**config.mk**
```make
export PLATFORM = sky130hd
export DESIGN_NAME = seg7_scanner
export DESIGN_NICKNAME = d
export VERILOG_FILES = /design/src/rtl/seg7_scanner.sv
export SDC_FILE = /design/constraint.sdc
export NUM_CORES = 1
export LEC_CHECK = 0
export BUFFER_PORTS_ARGS = -buffer_cell sky130_fd_sc_hd__buf_2
export CAP_MARGIN = 20
export CORE_MARGIN = 4
export CORE_UTILIZATION = 45
export CTS_CLUSTER_DIAMETER = 80
export CTS_CLUSTER_SIZE = 40
export DETAILED_ROUTE_END_ITERATION = 6
export PLACE_DENSITY = 0.65
export SLEW_MARGIN = 0
export SYNTH_ARGS = -nofsm -noshare
export SYNTH_HDL_FRONTEND = slang
export SYNTH_SLANG_ARGS = --single-unit
```
**constraint.sdc**
```tcl
create_clock -name clk -period 4.41 [get_ports clk]
set_clock_uncertainty 0.2 [all_clocks]
set_input_delay 0.882 -clock clk [delete_from_list [all_inputs] [get_ports clk]]
set_output_delay 0.882 -clock clk [all_outputs]
set_load 0.005 [all_outputs]
```
**src/rtl/seg7_scanner.sv**
```systemverilog
// rtl/seg7_scanner.sv - time-multiplexed seven-segment display scanner
//
// Purpose: scans DIGITS BCD digits onto one shared seven-segment bus, one
// digit per SCAN_DIV-cycle slot. All inputs are snapshotted once per frame,
// on the edge where the scan wraps back to digit 0, so a frame never tears.
//
// Ports:
//   clk         clock, rising edge
//   rst         synchronous active-high reset
//   i_digits    4*DIGITS BCD digits, digit k at [4k+3:4k], digit 0 = LSD
//   i_dots      DIGITS decimal points, 1 = lit
//   o_segments  {g,f,e,d,c,b,a}, active-high, registered
//   o_dp        decimal point, active-high, registered
//   o_anodes    digit select, active-low, at most one bit low, registered
//
// Optional feature: define SEG7_LEADING_ZERO_BLANK_EN to blank leading zero
// digits (digit 0 is never blanked).
module seg7_scanner #(
  parameter int DIGITS   = 4,
  parameter int SCAN_DIV = 50000
) (
  input  logic [0:0]          clk,
  input  logic [0:0]          rst,
  input  logic [4*DIGITS-1:0] i_digits,
  input  logic [DIGITS-1:0]   i_dots,
  output logic [6:0]          o_segments,
  output logic [0:0]          o_dp,
  output logic [DIGITS-1:0]   o_anodes
);

  localparam int DIV_W = (SCAN_DIV > 1) ? $clog2(SCAN_DIV) : 1;
  localparam int IDX_W = $clog2(DIGITS);
  localparam logic [DIV_W-1:0] DIV_LAST = DIV_W'(SCAN_DIV - 1);
  localparam logic [IDX_W-1:0] IDX_LAST = IDX_W'(DIGITS - 1);

  logic [DIV_W-1:0]    div;
  logic [IDX_W-1:0]    idx;
  logic [4*DIGITS-1:0] frame_digits;
  logic [DIGITS-1:0]   frame_dots;
  logic                tick;
  logic [DIGITS-1:0]   blank;
  logic [3:0]          cur_digit;
  logic                cur_dot;
  logic                cur_blank;
  logic [6:0]          cur_segments;

  assign tick = (div == DIV_LAST);

  // Reset parks div and idx on their last values so the first cycle out of
  // reset is a tick that both takes the snapshot and wraps idx to 0.
  always_ff @(posedge clk) begin
    if (rst) begin
      div          <= DIV_LAST;
      idx          <= IDX_LAST;
      frame_digits <= '0;
      frame_dots   <= '0;
    end else begin
      div <= tick ? '0 : div + DIV_W'(1);
      if (tick) begin
        if (idx == IDX_LAST) begin
          idx          <= '0;
          frame_digits <= i_digits;
          frame_dots   <= i_dots;
        end else begin
          idx <= idx + IDX_W'(1);
        end
      end
    end
  end

`ifdef SEG7_LEADING_ZERO_BLANK_EN
  // A digit is blanked when it and everything above it in the frame is zero.
  always_comb begin
    blank = '0;
    blank[DIGITS-1] = (frame_digits[4*(DIGITS-1) +: 4] == 4'd0);
    for (int k = DIGITS - 2; k >= 1; k--) begin
      blank[k] = blank[k+1] && (frame_digits[4*k +: 4] == 4'd0);
    end
  end
`else
  assign blank = '0;
`endif

  always_comb begin
    cur_digit = '0;
    cur_dot   = 1'b0;
    cur_blank = 1'b0;
    for (int k = 0; k < DIGITS; k++) begin
      if (idx == IDX_W'(k)) begin
        cur_digit = frame_digits[4*k +: 4];
        cur_dot   = frame_dots[k];
        cur_blank = blank[k];
      end
    end
  end

  always_comb begin
    cur_segments = 7'h40;
    case (cur_digit)
      4'd0:    cur_segments = 7'h3F;
      4'd1:    cur_segments = 7'h06;
      4'd2:    cur_segments = 7'h5B;
      4'd3:    cur_segments = 7'h4F;
      4'd4:    cur_segments = 7'h66;
      4'd5:    cur_segments = 7'h6D;
      4'd6:    cur_segments = 7'h7D;
      4'd7:    cur_segments = 7'h07;
      4'd8:    cur_segments = 7'h7F;
      4'd9:    cur_segments = 7'h6F;
      default: cur_segments = 7'h40;
    endcase
  end

  // One registered anode word per cycle: a digit change moves a single low
  // bit, so there is never an all-on intermediate state.
  always_ff @(posedge clk) begin
    if (rst) begin
      o_anodes   <= '1;
      o_segments <= '0;
      o_dp       <= 1'b0;
    end else begin
      o_anodes   <= ~(DIGITS'(1) << idx);
      o_segments <= cur_blank ? 7'h00 : cur_segments;
      o_dp       <= cur_dot;
    end
  end

endmodule

```
; Word-level counts from Yosys, hierarchy flattened
; Memories as Yosys holds them, arrays and structs flattened. A register that Yosys moved wholly into a read port is not among the register bits.
; Cells that the tools add are included.
[classes]
addsub = 2
n_eq_ne = 4
n_shift = 1
mux = 10
bitwise = 1
n_reduce_logical = 3
[ops]
columns = op, n
row1 = $add 16x1->16 const B, 1
row2 = $eq 16x16->1 const B, 1
row3 = $mux 16, 1
row4 = $mux 4, 4
row5 = $eq 2x2->1 const B, 2
row6 = $mux 1, 4
row7 = $not 4->4, 1
row8 = $shl 1x2->4 const A, 1
row9 = $add 2x1->2 const B, 1
row10 = $eq 2x1->1 const B, 1
row11 = $logic_not 2->1, 1
row12 = $mux 2, 1
row13 = $reduce_and 2->1, 1
row14 = $reduce_or 2->1, 1
[word_totals]
ff_bits = 43
mem_bits_ro = 112
output_inout_bits = 12
word_cells = 29
mem_count = 1
[memory_table]
columns = memory, words, word_bits, read_ports, rd_clocked_by_memory_dff, wr, line_no
row1 = (name not given), 16, 7, 1, 1, 0, 99  ; case (cur_digit)

; Longest topological paths before layout
; Gate-level depths: netlist (run 1).
[logic_depth]
word_depth = 5
mapped_depth = 10

; Worst setup path before layout (run 1)
; OpenSTA, ideal clock, no wires.
[synth_timing]
kind = flip-flop to flip-flop
startpoint = reg idx[0]
endpoint = reg o_segments[6]
t_arrival_ps = 2125
required_ps = 4140
path_slack_ps = 2014
stages_incl_launch_ff = 10
path_buffers = 1
synth_period_minus_slack_ps = 2396
path_cell_list = dfxtp_1 inv_1 ha_1 buf_4 a211o_1 o221ai_1 inv_1 ha_1 mux2_1 a21oi_1
[synth_between]
elab_chain_len = 5
elab_cells_between_ends = 8
[synth_rtl]
columns = item, line_no
row1 = "start, declared", 37  ; logic [IDX_W-1:0] idx;
row2 = "start signal, assigned", 65  ; idx <= idx + IDX_W'(1);
row3 = $logic_not 2->1, 89  ; if (idx == IDX_W'(k)) begin
row4 = $mux 4 (3 in a row), 89
row5 = $mux 4 *, 89
row6 = "end, declared", 26  ; output logic [6:0] o_segments,
; Mark *: on every way between the ends. The rest lies on a longest branch, timed or not.
; A chain may end at the register's enable or synchronous reset.

; Worst setup path in the final report (run 1)
[layout_timing]
startpoint = reg idx[0]
endpoint = reg o_segments[3]
; Same word-level chain as after synthesis.

==> results of run 1 <==
## final cells by class
cell class / count / area, sq um
inverters: 10 / 37.5
well taps: 70 / 87.6
clock inverters: 1 / 5.00
flip-flops and latches: 50 / 1000
repair buffers: 34 / 173
multi-input cells: 182 / 1220
fillers: 494 / 2500
clock buffers: 7 / 86.3
## kinds of logic (layout without fill, tap and decap cells)
group / count (synthesis) / in the layout
adder cells (fa/ha/maj): 12 / 12
AND/OR/NAND/NOR: 85 / 85
buffers and inverters: 28 / 52
AO/OA/AOI/OAI: 70 / 70
XOR/XNOR: 11 / 11
multiplexers: 4 / 4
flip-flops: 50 / 50
## cell usage after synthesis
master                     number  share of area
sky130_fd_sc_hd__xnor2_1        5          0.018
sky130_fd_sc_hd__nor3_1         1         0.0021
sky130_fd_sc_hd__or3b_2         2         0.0074
sky130_fd_sc_hd__nand3b_4       1         0.0084
sky130_fd_sc_hd__nor3b_1        2         0.0063
sky130_fd_sc_hd__o32ai_1        4          0.015
sky130_fd_sc_hd__nand2b_1       2         0.0052
sky130_fd_sc_hd__and3b_1        2         0.0074
sky130_fd_sc_hd__nor2_1         8          0.013
sky130_fd_sc_hd__and4bb_2       2          0.010
sky130_fd_sc_hd__nand3_1       33          0.069
sky130_fd_sc_hd__nor4b_4        1          0.010
sky130_fd_sc_hd__and4_1         3          0.011
sky130_fd_sc_hd__dfxtp_1       50           0.42
sky130_fd_sc_hd__o221ai_1       1         0.0037
sky130_fd_sc_hd__and3_1         2         0.0052
sky130_fd_sc_hd__a211o_1        3          0.011
sky130_fd_sc_hd__nand2_1       16          0.025
sky130_fd_sc_hd__or4_1          1         0.0032
sky130_fd_sc_hd__a221oi_2       1         0.0063
sky130_fd_sc_hd__clkbuf_1       7          0.011
sky130_fd_sc_hd__a211oi_1       2         0.0063
sky130_fd_sc_hd__or3_1          1         0.0026
sky130_fd_sc_hd__buf_6          6          0.028
sky130_fd_sc_hd__mux2_1         1         0.0047
sky130_fd_sc_hd__o221ai_2       1         0.0063
sky130_fd_sc_hd__a21oi_1       24          0.050
sky130_fd_sc_hd__inv_1         10          0.016
sky130_fd_sc_hd__o21ai_0       26          0.055
sky130_fd_sc_hd__ha_1          12          0.063
sky130_fd_sc_hd__mux2i_1        3          0.013
sky130_fd_sc_hd__nand4_2        1         0.0052
sky130_fd_sc_hd__buf_4          2         0.0063
sky130_fd_sc_hd__nand3b_1       1         0.0032
sky130_fd_sc_hd__buf_2          3         0.0063
sky130_fd_sc_hd__a21o_1         1         0.0032
sky130_fd_sc_hd__o211ai_1       4          0.013
sky130_fd_sc_hd__xor2_1         6          0.022
sky130_fd_sc_hd__nor2b_1        1         0.0026
sky130_fd_sc_hd__nor4_1         1         0.0026
sky130_fd_sc_hd__o311ai_0       2         0.0074
sky130_fd_sc_hd__nand4_1        4          0.010
sky130_fd_sc_hd__a221o_2        1         0.0047
## flip-flops by register name (all words and copies together) (netlist names)
register      flops
div              16
frame_digits     16
frame_dots        4
idx               2
o_anodes          4
o_dp              1
o_segments        7
## per-stage QoR
step                      utilization  cell area [sq um]
after floorplan                     -               2380
after global placement          0.493               2520
after detailed placement        0.493               2520
after CTS                       0.511               2610
after global routing            0.511               2610
final                           0.511               2610
## critical path, stage by stage (launching register included)
cell                       delay (ns)
sky130_fd_sc_hd__dfxtp_1         0.41
sky130_fd_sc_hd__ha_1            0.47
sky130_fd_sc_hd__buf_4           0.33
sky130_fd_sc_hd__inv_1           0.31
sky130_fd_sc_hd__o221ai_1        0.58
sky130_fd_sc_hd__inv_1           0.19
sky130_fd_sc_hd__ha_1            0.32
sky130_fd_sc_hd__inv_1           0.05
sky130_fd_sc_hd__o32ai_1         0.26
## worst paths after layout
kind | startpoint | to | slack, ns | cells past startpoint
worst max-delay path | idx[0] | o_segments[3] | 1.19 | 8
worst min-delay path | frame_dots[3] | o_dp | 0.26 | 2
worst max register to register | idx[0] | o_segments[3] | 1.19 | 8
worst min register to register | frame_dots[3] | o_dp | 0.26 | 2
## power groups by stage
stage,logic [uW],registers (uW),clock network [uW]
floorplan,656,660,0
global placement,761,674,0
detailed placement,772,674,0
CTS,774,665,280
global route,873,685,301
finish,770,665,274
## routing by layer
metal	part of all wire	track usage	wire length, um
met2	0.44	0.255	2160
met5	0	0	0
met1	0.50	0.235	2470
met3	0.053	0.0322	261
met4	0.013	0.0608	66
==> parameters.txt, run 1 <==
Parameter                              Value

STA
  Setup repair after global routing missed its margin ... false
  Hold Worst Slack ... 0.256 ns
  Number of max-slew violations in the final report ... 0
  Final hold violation count ... 0
  Sum of negative setup slack ... 0 ns
  Clock period minus final worst setup slack ... 3.22 ns
  Ratio of final minimum period to clock period ... 0.731
  Max_slew headroom ... 0.399
  Count of endpoints failing setup in the final report ... 0
  Fmax ... 0.310 GHz
  Fin worst setup slack ... 1.19 ns
  Slew at the pin closest to its max-slew limit ... 0.902 ns

Synthesis
  Post-synthesis register bit count ... 50
  Avg Synthesized Cell Area ... 9.17 sq um
  Synth Area in XOR/XNOR ... 0.0404
  Number of warnings printed during yosys synthesis ... 0
  Main combinational cell family by area after synthesis ... simple AND/OR/NAND/NOR gates
  Number of instances in the synthesized netlist ... 260
  Mapped Area ... 2380 sq um
  Unique cell type count in the Yosys netlist ... 43
  Mux cell area share after synthesis ... 0.0173
  Post-synthesis compound-gate area fraction ... 0.181
  Simple-gate share of the synthesized area ... 0.210
  Net count after synthesis ... 294
  Sequential element share of the synthesized area ... 0.420
  Adder-cell share of the synthesized area ... 0.0630

Global route
  Initial antenna violation count ... 0
  Number of global-route vias before repair ... 1,811
  Wire length of the first global-routing pass ... 8540 um
  Largest net degree at the start of global routing ... 30
  Total grt overflow ... 0
  Combined global-route utilization of all metal layers ... 0.167

Drt
  Starting DRT DRC Count ... 131
  Pre-Repair DR Iteration Count ... 4
  Post-route antenna net violation count ... 0
  Per-cell via count in the routed design ... 5.45
  Average detailed-routed wire length per instance ... 14.0 um
  Routed wire length ... 4960 um
  DRC Markers ... 0
  Routed vias ... 1,930

Worst setup path
  Signal arrival time at the worst endpoint ... 3.23 ns
  Critical path startpoint category ... flop
  Largest driver fanout on the critical path ... 23
  Worst setup path class ... flop to flop
  Critical path required time ... 4.41 ns
  Capturing element type of the critical path ... flop

Floorplanning
  Area of the core ... 5110 sq um
  Starting utilization of the core area ... 0.467
  Die footprint ... 6530 sq um
  Standard-cell row count ... 26
  I/O pin total ... 34
  Die X ... 80.8 um
  Die outline height ... 80.8 um

Pwr
  Total power ... 1710 uW
  Power spent charging and discharging nets ... 693 uW
  LEAKAGE ... 0.00106 uW
  Clock share of power ... 0.160
  Cell area power density ... 654 nW/um^2
  Switching part of the total power ... 0.405
  Worst supply voltage drop on vdd ... 0.292 mV
  Power share of the sequential group ... 0.389
  Fraction of power consumed by combinational cells ... 0.451
  Internal ... 1020 uW

Finish
  Finished Layout Cells ... 354
  Antenna Cells ... 0
  Highest-count cells in the layout ignoring fill and taps ... sky130_fd_sc_hd__dfxtp_1 (50), sky130_fd_sc_hd__nand3_1 (33), sky130_fd_sc_hd__buf_2 (33)
  Net count of the finished layout ... 317
  Share of cells above drive strength 1 ... 0.180
  Leading cell type in the layout, fill and taps excluded ... sky130_fd_sc_hd__dfxtp_1
  Area grow syn2layout ... 9.55%

Clock network
  Maximum root-to-sink buffer count ... 2
  TritonCTS clock tree ... built
  Count of hold buffers inserted by post-cts repair ... 0
  Clock tree root driver cell ... sky130_fd_sc_hd__clkbuf_8
  TritonCTS Buffers ... 5
  Clock net sink count ... 50
  Post-cts resize count ... 0
  Clock slew seen by the registers of the worst setup and hold paths ... 0.09 ns
  CTS H-tree depth ... 2
  Later-pin clock latency in the skew report ... 0.30 ns
  Post-CTS setup buffer count ... 0

Run status
  Status ... complete, no violations

Worst hold path
  Worst min-delay path class ... flop to flop

Run
  Total of max-cap violations ... 0

Placement
  RePlAce Congestion ... 0.791
  Post-placement worst setup slack ... 1.21 ns
  Cell count after placement ... 346
  Total of buffers placed on input and output ports ... 33
  DP Wirelength ... 3420 um
Power figures use the tool's default switching activity.
==> inputs of run 2 (changes only) <==
==> constraint.sdc (replaced) <==
create_clock -name clk -period 3 [get_ports clk]
set_clock_uncertainty 0.2 [all_clocks]
set_input_delay 0.6 -clock clk [delete_from_list [all_inputs] [get_ports clk]]
set_output_delay 0.6 -clock clk [all_outputs]
set_load 0.005 [all_outputs]
==> run 2 against run 1 <==
Hold slack improved by 0.0013 ns. Register-to-register slack lost 0.83 ns. Clock-buffer cell count grew 1. Cell area increased by 1.9%. Via count is 0.26% higher. First-iteration DRC count is 21% lower. Routed wire length increased by 0.32%.
==> parameters.txt, run 2 (same netlist as run 1, synthesis figures left out) <==
Parameter                              Value

Drt
  Average detailed-routed wire length per instance ... 13.9 um (was 14.0 um)
  Per-cell via count in the routed design ... 5.41 (was 5.45)
  Pre-Repair DR Iteration Count ... 4 (unchanged)
  Post-route antenna net violation count ... 0 (unchanged)
  DRC Markers ... 0 (unchanged)
  Starting DRT DRC Count ... 103 (was 131)
  Routed vias ... 1,935 (was 1,930)
  Routed wire length ... 4970 um (was 4960 um)

Worst setup path
  Levels on crit path ... 8 (unchanged)
  Critical Path Max Stage Delay ... 0.44 ns (was 0.58 ns)
  Crit path launch ... idx[0] (unchanged)
  Path depth of the worst reg2reg path ... 8 (unchanged)
  R2R Path Start ... idx[0] (unchanged)
  Capturing element type of the critical path ... flop (unchanged)
  Critical path required time ... 3.04 ns (was 4.41 ns)
  Largest driver fanout on the critical path ... 11 (was 23)
  Worst setup path class ... flop to flop (unchanged)
  Crit path cell chain ... inv_1 -> ha_1 -> a211o_1 -> o221ai_1 -> inv_1 -> ha_1 -> mux2_1 -> a21oi_1 (was ha_1 -> buf_4 -> inv_1 -> o221ai_1 -> inv_1 -> ha_1 -> inv_1 -> o32ai_1)
  Critical path startpoint category ... flop (unchanged)
  R2r setup slk ... 0.36 ns (was 1.19 ns)
  Buffers plus inverters on the worst setup path ... 2 (was 4)
  Signal arrival time at the worst endpoint ... 2.68 ns (was 3.23 ns)
  Crit-path slowest cell ... sky130_fd_sc_hd__o221ai_1 (unchanged)
  Top Family by Delay on Critical Path ... compound AO/OA/AOI/OAI gates (was buffers and inverters)

Clock network
  Post-CTS setup buffer count ... 0 (unchanged)
  TritonCTS Buffers ... 5 (unchanged)
  Maximum root-to-sink buffer count ... 2 (unchanged)
  TritonCTS clock tree ... built (unchanged)
  CTS H-tree depth ... 2 (unchanged)
  Later-pin clock latency in the skew report ... 0.30 ns (about the same)
  Clock slew seen by the registers of the worst setup and hold paths ... 0.09 ns (about the same)
  Count of hold buffers inserted by post-cts repair ... 0 (unchanged)
  Clock net sink count ... 50 (unchanged)
  Post-cts resize count ... 0 (unchanged)
  Clock tree root driver cell ... sky130_fd_sc_hd__clkbuf_8 (unchanged)

Placement
  RePlAce Congestion ... 0.823 (was 0.791)
  DP Wirelength ... 3570 um (was 3420 um)
  Cell count after placement ... 350 (was 346)
  Total of buffers placed on input and output ports ... 33 (unchanged)
  Post-placement worst setup slack ... 0.388 ns (was 1.21 ns)

Floorplanning
  Die X ... 80.8 um (unchanged)
  Die outline height ... 80.8 um (unchanged)
  Area of the core ... 5110 sq um (unchanged)
  Die footprint ... 6530 sq um (unchanged)
  Starting utilization of the core area ... 0.467 (unchanged)
  Standard-cell row count ... 26 (unchanged)
  I/O pin total ... 34 (unchanged)

Finish
  Share of cells above drive strength 1 ... 0.194 (was 0.180)
  Leading cell type in the layout, fill and taps excluded ... sky130_fd_sc_hd__dfxtp_1 (unchanged)
  Leading registers by flop count ... div (16), frame_digits (16), o_segments (7) (unchanged)
  Net count of the finished layout ... 321 (was 317)
  Antenna Cells ... 0 (unchanged)
  Highest-count cells in the layout ignoring fill and taps ... sky130_fd_sc_hd__dfxtp_1 (50), sky130_fd_sc_hd__nand3_1 (33), sky130_fd_sc_hd__buf_2 (33) (unchanged)
  Final design utilization ... 0.521 (was 0.511)
  Count of fill cells added during filler insertion ... 474 (was 494)
  Finished Layout Cells ... 358 (was 354)
  Area grow syn2layout ... 11.6% (was 9.55%)

Run
  Total of max-cap violations ... 0 (unchanged)

STA
  Ratio of final minimum period to clock period ... 0.881 (was 0.731)
  Sum of negative setup slack ... 0 ns (unchanged)
  Setup repair after global routing missed its margin ... false (unchanged)
  Clock period minus final worst setup slack ... 2.64 ns (was 3.22 ns)
  Final hold violation count ... 0 (unchanged)
  Fin worst setup slack ... 0.357 ns (was 1.19 ns)
  Max_slew headroom ... 0.582 (was 0.399)
  Count of endpoints failing setup in the final report ... 0 (unchanged)
  Slew at the pin closest to its max-slew limit ... 0.626 ns (was 0.902 ns)
  Fmax ... 0.378 GHz (was 0.310 GHz)
  Hold Worst Slack ... 0.257 ns (was 0.256 ns)
  Number of max-slew violations in the final report ... 0 (unchanged)

Global route
  Largest net degree at the start of global routing ... 29 (was 30)
  Combined global-route utilization of all metal layers ... 0.165 (was 0.167)
  Number of global-route vias before repair ... 1,851 (was 1,811)
  Wire length of the first global-routing pass ... 8470 um (was 8540 um)
  Total grt overflow ... 0 (unchanged)
  Initial antenna violation count ... 0 (unchanged)

Worst hold path
  Worst min-delay path class ... flop to flop (unchanged)
  Number of instances on the worst hold path ... 2 (unchanged)
  Hold Crit Start ... frame_dots[3] (unchanged)

Pwr
  Cell area power density ... 974 nW/um^2 (was 654 nW/um^2)
  LEAKAGE ... 0.00109 uW (was 0.00106 uW)
  Worst supply voltage drop on vdd ... 0.348 mV (was 0.292 mV)

Run status
  Status ... complete, no violations (unchanged)
run 2: cell types whose count changed in the layout (fill, tap and decap cells not counted):
cell / before / now
sky130_fd_sc_hd__clkbuf_1: 1 / 0
sky130_fd_sc_hd__buf_4: 1 / 5
sky130_fd_sc_hd__clkinv_2: 1 / 0
sky130_fd_sc_hd__clkbuf_8: 6 / 8
run 2: worst paths after layout:
| path | end |
|---|---|
| min | o_dp |
| max | o_segments[6] |
| max reg2reg | o_segments[6] |
| min reg2reg | o_dp |
run 2: worst register-to-register path, delay by kind of cell (launching register included):
kind,cells,cell delay (ns)
compound gates,3,0.89
fa+ha+maj,2,0.56
flops,1,0.40
mux,1,0.28
buf+inv,2,0.27
run 2: power breakdown:
part / internal (uW) / switching [uW] / total [uW]
sequential: 860 / 121 / 981
clock: 233 / 211 / 444
combinational: 476 / 691 / 1170
total: 1570 / 1020 / 2590
run 2: layout make-up:
class,instances,area [sq um],area share
clock buffer,8,110,0.0414
inverter,10,37.5,0.0141
multi-input combinational,182,1220,0.459
sequential,50,1000,0.376
tap,70,87.6,0.0329
timing repair buffer,38,203,0.0762
run 2: metal layers:
metal | GRT usage | share of wire | up-vias
met5 | 0 | 0 | -
met4 | 0.0557 | 0.013 | 0
met3 | 0.0310 | 0.043 | 6
met2 | 0.252 | 0.43 | 37
met1 | 0.235 | 0.51 | 900
li1 | - | - | 992
run 2: through the flow:
stage	cell area (sq um)	power (uW)
final	2660	2590
after global routing	2660	2810
after CTS	2660	2620
after detailed placement	2550	2170
after global placement	2550	2150
after floorplan	2380	1930
==> inputs of run 3 (changes only) <==
--- a/config.mk
+++ b/config.mk
@@ -5,6 +5,7 @@
 export SDC_FILE = /design/constraint.sdc
 export NUM_CORES = 1
 export LEC_CHECK = 0
+export ABC_AREA = 1
 export BUFFER_PORTS_ARGS = -buffer_cell sky130_fd_sc_hd__buf_2
 export CAP_MARGIN = 20
 export CORE_MARGIN = 4
@@ -12,7 +13,6 @@
 export CTS_CLUSTER_DIAMETER = 80
 export CTS_CLUSTER_SIZE = 40
 export DETAILED_ROUTE_END_ITERATION = 6
-export PLACE_DENSITY = 0.65
 export SLEW_MARGIN = 0
 export SYNTH_ARGS = -nofsm -noshare
 export SYNTH_HDL_FRONTEND = slang
==> run 3 against run 2 <==
First-iteration DRC count fell by 19%. Critical path depth rose by 3. Die area rose by 4.8%. Non-clock buffer count fell by 4. Cell area rose by 5.7%. Via count rose by 12%. Highest routed layer unchanged.
==> parameters.txt, run 3 <==
Parameter                              Value

Clock network
  Count of hold buffers inserted by post-cts repair ... 0 (unchanged)
  Clock slew seen by the registers of the worst setup and hold paths ... 0.09 ns (about the same)
  Clock net sink count ... 50 (unchanged)
  Maximum root-to-sink buffer count ... 2 (unchanged)
  Clock tree root driver cell ... sky130_fd_sc_hd__clkbuf_8 (unchanged)
  CTS H-tree depth ... 2 (unchanged)
  Post-CTS setup buffer count ... 0 (unchanged)
  Post-cts resize count ... 0 (unchanged)
  TritonCTS clock tree ... built (unchanged)
  Later-pin clock latency in the skew report ... 0.30 ns (about the same)
  TritonCTS Buffers ... 5 (unchanged)

Finish
  Leading cell type in the layout, fill and taps excluded ... sky130_fd_sc_hd__nand2_1 (was sky130_fd_sc_hd__dfxtp_1)
  Area of the multi-input gates ... 1240 sq um (was 1220 sq um)
  Leading registers by flop count ... div (16), frame_digits (16), o_segments (7) (unchanged)
  Count of fill cells added during filler insertion ... 580 (was 474)
  Antenna Cells ... 0 (unchanged)
  Area grow syn2layout ... 12.0% (was 11.6%)
  Non-Filler Cell Area, Final ... 2810 sq um (was 2660 sq um)
  Highest-count cells in the layout ignoring fill and taps ... sky130_fd_sc_hd__nand2_1 (98), sky130_fd_sc_hd__nor2_1 (64), sky130_fd_sc_hd__inv_1 (50), sky130_fd_sc_hd__dfxtp_1 (50), sky130_fd_sc_hd__buf_2 (33) (was sky130_fd_sc_hd__dfxtp_1 (50), sky130_fd_sc_hd__nand3_1 (33), sky130_fd_sc_hd__buf_2 (33))
  Net count of the finished layout ... 433 (was 321)
  Footprint of the flip-flops and latches ... 1000 sq um (unchanged)
  Share of cells above drive strength 1 ... 0.153 (was 0.194)

STA
  Setup repair after global routing missed its margin ... false (unchanged)
  Clock period minus final worst setup slack ... 2.31 ns (was 2.64 ns)
  Ratio of final minimum period to clock period ... 0.769 (was 0.881)
  Count of endpoints failing setup in the final report ... 0 (unchanged)
  Number of max-slew violations in the final report ... 0 (unchanged)
  Final hold violation count ... 0 (unchanged)
  Max_slew headroom ... 0.629 (was 0.582)
  Sum of negative setup slack ... 0 ns (unchanged)
  Slew at the pin closest to its max-slew limit ... 0.555 ns (was 0.626 ns)
  Fmax ... 0.433 GHz (was 0.378 GHz)

Placement
  RePlAce Congestion ... 0.872 (was 0.823)
  DP Wirelength ... 3920 um (was 3570 um)
  Standard cell area after detailed placement ... 2700 sq um (was 2550 sq um)
  Total of buffers placed on input and output ports ... 33 (unchanged)

Synthesis
  Unique cell type count in the Yosys netlist ... 26 (was 43)
  Cell type with the largest total area after synthesis ... sky130_fd_sc_hd__dfxtp_1 (unchanged)
  Area fraction of the dominant cell type after synthesis ... 0.399 (was 0.420)
  Most instantiated library cell after synthesis ... sky130_fd_sc_hd__nand2_1 (was sky130_fd_sc_hd__dfxtp_1)
  Area contributors post-synth ... sky130_fd_sc_hd__dfxtp_1 (40%), sky130_fd_sc_hd__nand2_1 (15%), sky130_fd_sc_hd__nor2_1 (9.6%) (was sky130_fd_sc_hd__dfxtp_1 (42%), sky130_fd_sc_hd__nand3_1 (6.9%), sky130_fd_sc_hd__ha_1 (6.3%))
  Post-synthesis register bit count ... 50 (unchanged)
  Post-synth EDFFs ... 0 (unchanged)
  Number of instances in the synthesized netlist ... 367 (was 260)
  Net count after synthesis ... 401 (was 294)
  Avg Synthesized Cell Area ... 6.84 sq um (was 9.17 sq um)
  Top cell types by occurrence after synthesis ... sky130_fd_sc_hd__nand2_1 (98), sky130_fd_sc_hd__nor2_1 (64), sky130_fd_sc_hd__dfxtp_1 (50), sky130_fd_sc_hd__inv_1 (50), sky130_fd_sc_hd__nand3_1 (23) (was sky130_fd_sc_hd__dfxtp_1 (50), sky130_fd_sc_hd__nand3_1 (33), sky130_fd_sc_hd__o21ai_0 (26), sky130_fd_sc_hd__a21oi_1 (24), sky130_fd_sc_hd__nand2_1 (16))
  Fraction of registers with async set/reset ... 0 (unchanged)
  Predominant post-synthesis flop cell ... sky130_fd_sc_hd__dfxtp_1 (unchanged)
  Number of warnings printed during yosys synthesis ... 0 (unchanged)
  Sequential element share of the synthesized area ... 0.399 (was 0.420)
  Mapped Area ... 2510 sq um (was 2380 sq um)

Floorplanning
  I/O pin total ... 34 (unchanged)
  Die footprint ... 6840 sq um (was 6530 sq um)
  Area of the core ... 5270 sq um (was 5110 sq um)
  Starting utilization of the core area ... 0.476 (was 0.467)
  Die outline height ... 82.7 um (was 80.8 um)
  Die X ... 82.7 um (was 80.8 um)
  Standard-cell row count ... 26 (unchanged)

Pwr
  Worst supply voltage drop on vdd ... 0.329 mV (was 0.348 mV)
  LEAKAGE ... 0.00146 uW (was 0.00109 uW)
  Cell area power density ... 858 nW/um^2 (was 974 nW/um^2)

Worst setup path
  Largest driver fanout on the critical path ... 10 (was 11)
  Signal arrival time at the worst endpoint ... 2.35 ns (was 2.68 ns)
  Worst setup path class ... flop to flop (unchanged)
  Capturing element type of the critical path ... flop (unchanged)
  Critical path startpoint category ... flop (unchanged)
  Critical path required time ... 3.04 ns (about the same)

Global route
  Combined global-route utilization of all metal layers ... 0.174 (was 0.165)
  Wire length of the first global-routing pass ... 9060 um (was 8470 um)
  Largest net degree at the start of global routing ... 27 (was 29)
  Total grt overflow ... 0 (unchanged)
  Number of global-route vias before repair ... 2,014 (was 1,851)
  Initial antenna violation count ... 0 (unchanged)

Drt
  Average detailed-routed wire length per instance ... 11.2 um (was 13.9 um)
  Starting DRT DRC Count ... 83 (was 103)
  DRC Markers ... 0 (unchanged)
  Routed wire length ... 5240 um (was 4970 um)
  Post-route antenna net violation count ... 0 (unchanged)
  Pre-Repair DR Iteration Count ... 4 (unchanged)
  Routed vias ... 2,164 (was 1,935)
  Per-cell via count in the routed design ... 4.61 (was 5.41)

Run
  Total of max-cap violations ... 0 (unchanged)

Run status
  Status ... complete, no violations (unchanged)

Worst hold path
  Worst min-delay path class ... flop to flop (unchanged)
run 3: changes by cell type in the layout (fill, tap and decap cells not counted), moves of 8 or more:
cell	before	now
sky130_fd_sc_hd__o21ai_0	26	5
sky130_fd_sc_hd__nor2_1	8	64
sky130_fd_sc_hd__nand2_1	16	98
sky130_fd_sc_hd__a21oi_1	24	16
sky130_fd_sc_hd__inv_1	10	50
sky130_fd_sc_hd__nand3_1	33	23
run 3: cell families after synthesis:
family,synth area share
AND/OR/NAND/NOR,0.375
buffers and inverters,0.108
AO/OA/AOI/OAI,0.0553
XOR/XNOR,0.00349
adder cells (fa/ha/maj),0.0598
flip-flops,0.399
run 3: where the power goes:
| part | internal [uW] | switching (uW) | leakage (uW) |
|---|---|---|---|
| combinational | 355 | 658 | 0.000994 |
| sequential | 826 | 91.5 | 0.000411 |
| clock | 267 | 216 | 0.0000573 |
run 3: per-stage QoR:
stage                     std cells  total power, uW  setup WS, ns  utilization  hold slack [ns]
after floorplan                 367             1740         0.940            -            0.239
after global placement          462             1950         0.829        0.512            0.254
after detailed placement        462             1950         0.746        0.512            0.261
after CTS                       469             2450         0.709        0.534            0.274
after global routing            469             2660         0.423        0.534            0.288
final                           469             2410         0.692        0.534            0.272
run 3: cell type report:
type / count / area share
timing repair buffer: 34 / 0.0614
tap: 70 / 0.0311
sequential: 50 / 0.356
clock inverter: 1 / 0.0107
clock buffer: 6 / 0.0294
multi-input combinational: 255 / 0.441
inverter: 53 / 0.0707
run 3: metal layers:
layer  part of all wire  global-route usage
met2               0.45               0.286
met4              0.018              0.0556
met5                  0                   0
met1               0.48               0.225
met3              0.049              0.0412
run 3: worst paths after layout:
path / endpoint / slack (ns) / cells after the start / startpoint
max: o_segments[3] / 0.69 / 11 / idx[0]
min: div[13] / 0.27 / 2 / div[13]
max reg2reg: o_segments[3] / 0.69 / 11 / idx[0]
min reg2reg: div[13] / 0.27 / 2 / div[13]
run 3: worst max-delay path, stage by stage, from the launching register on:
cell and delay [ns]:
sky130_fd_sc_hd__dfxtp_1 0.40, sky130_fd_sc_hd__inv_1 0.10, sky130_fd_sc_hd__ha_1 0.31, sky130_fd_sc_hd__a21oi_1 0.16, sky130_fd_sc_hd__nand2_1 0.09, sky130_fd_sc_hd__a21oi_2 0.24
sky130_fd_sc_hd__inv_1 0.14, sky130_fd_sc_hd__ha_1 0.30, sky130_fd_sc_hd__inv_1 0.03, sky130_fd_sc_hd__nor2_1 0.13, sky130_fd_sc_hd__nor2_1 0.07, sky130_fd_sc_hd__nor2_1 0.09
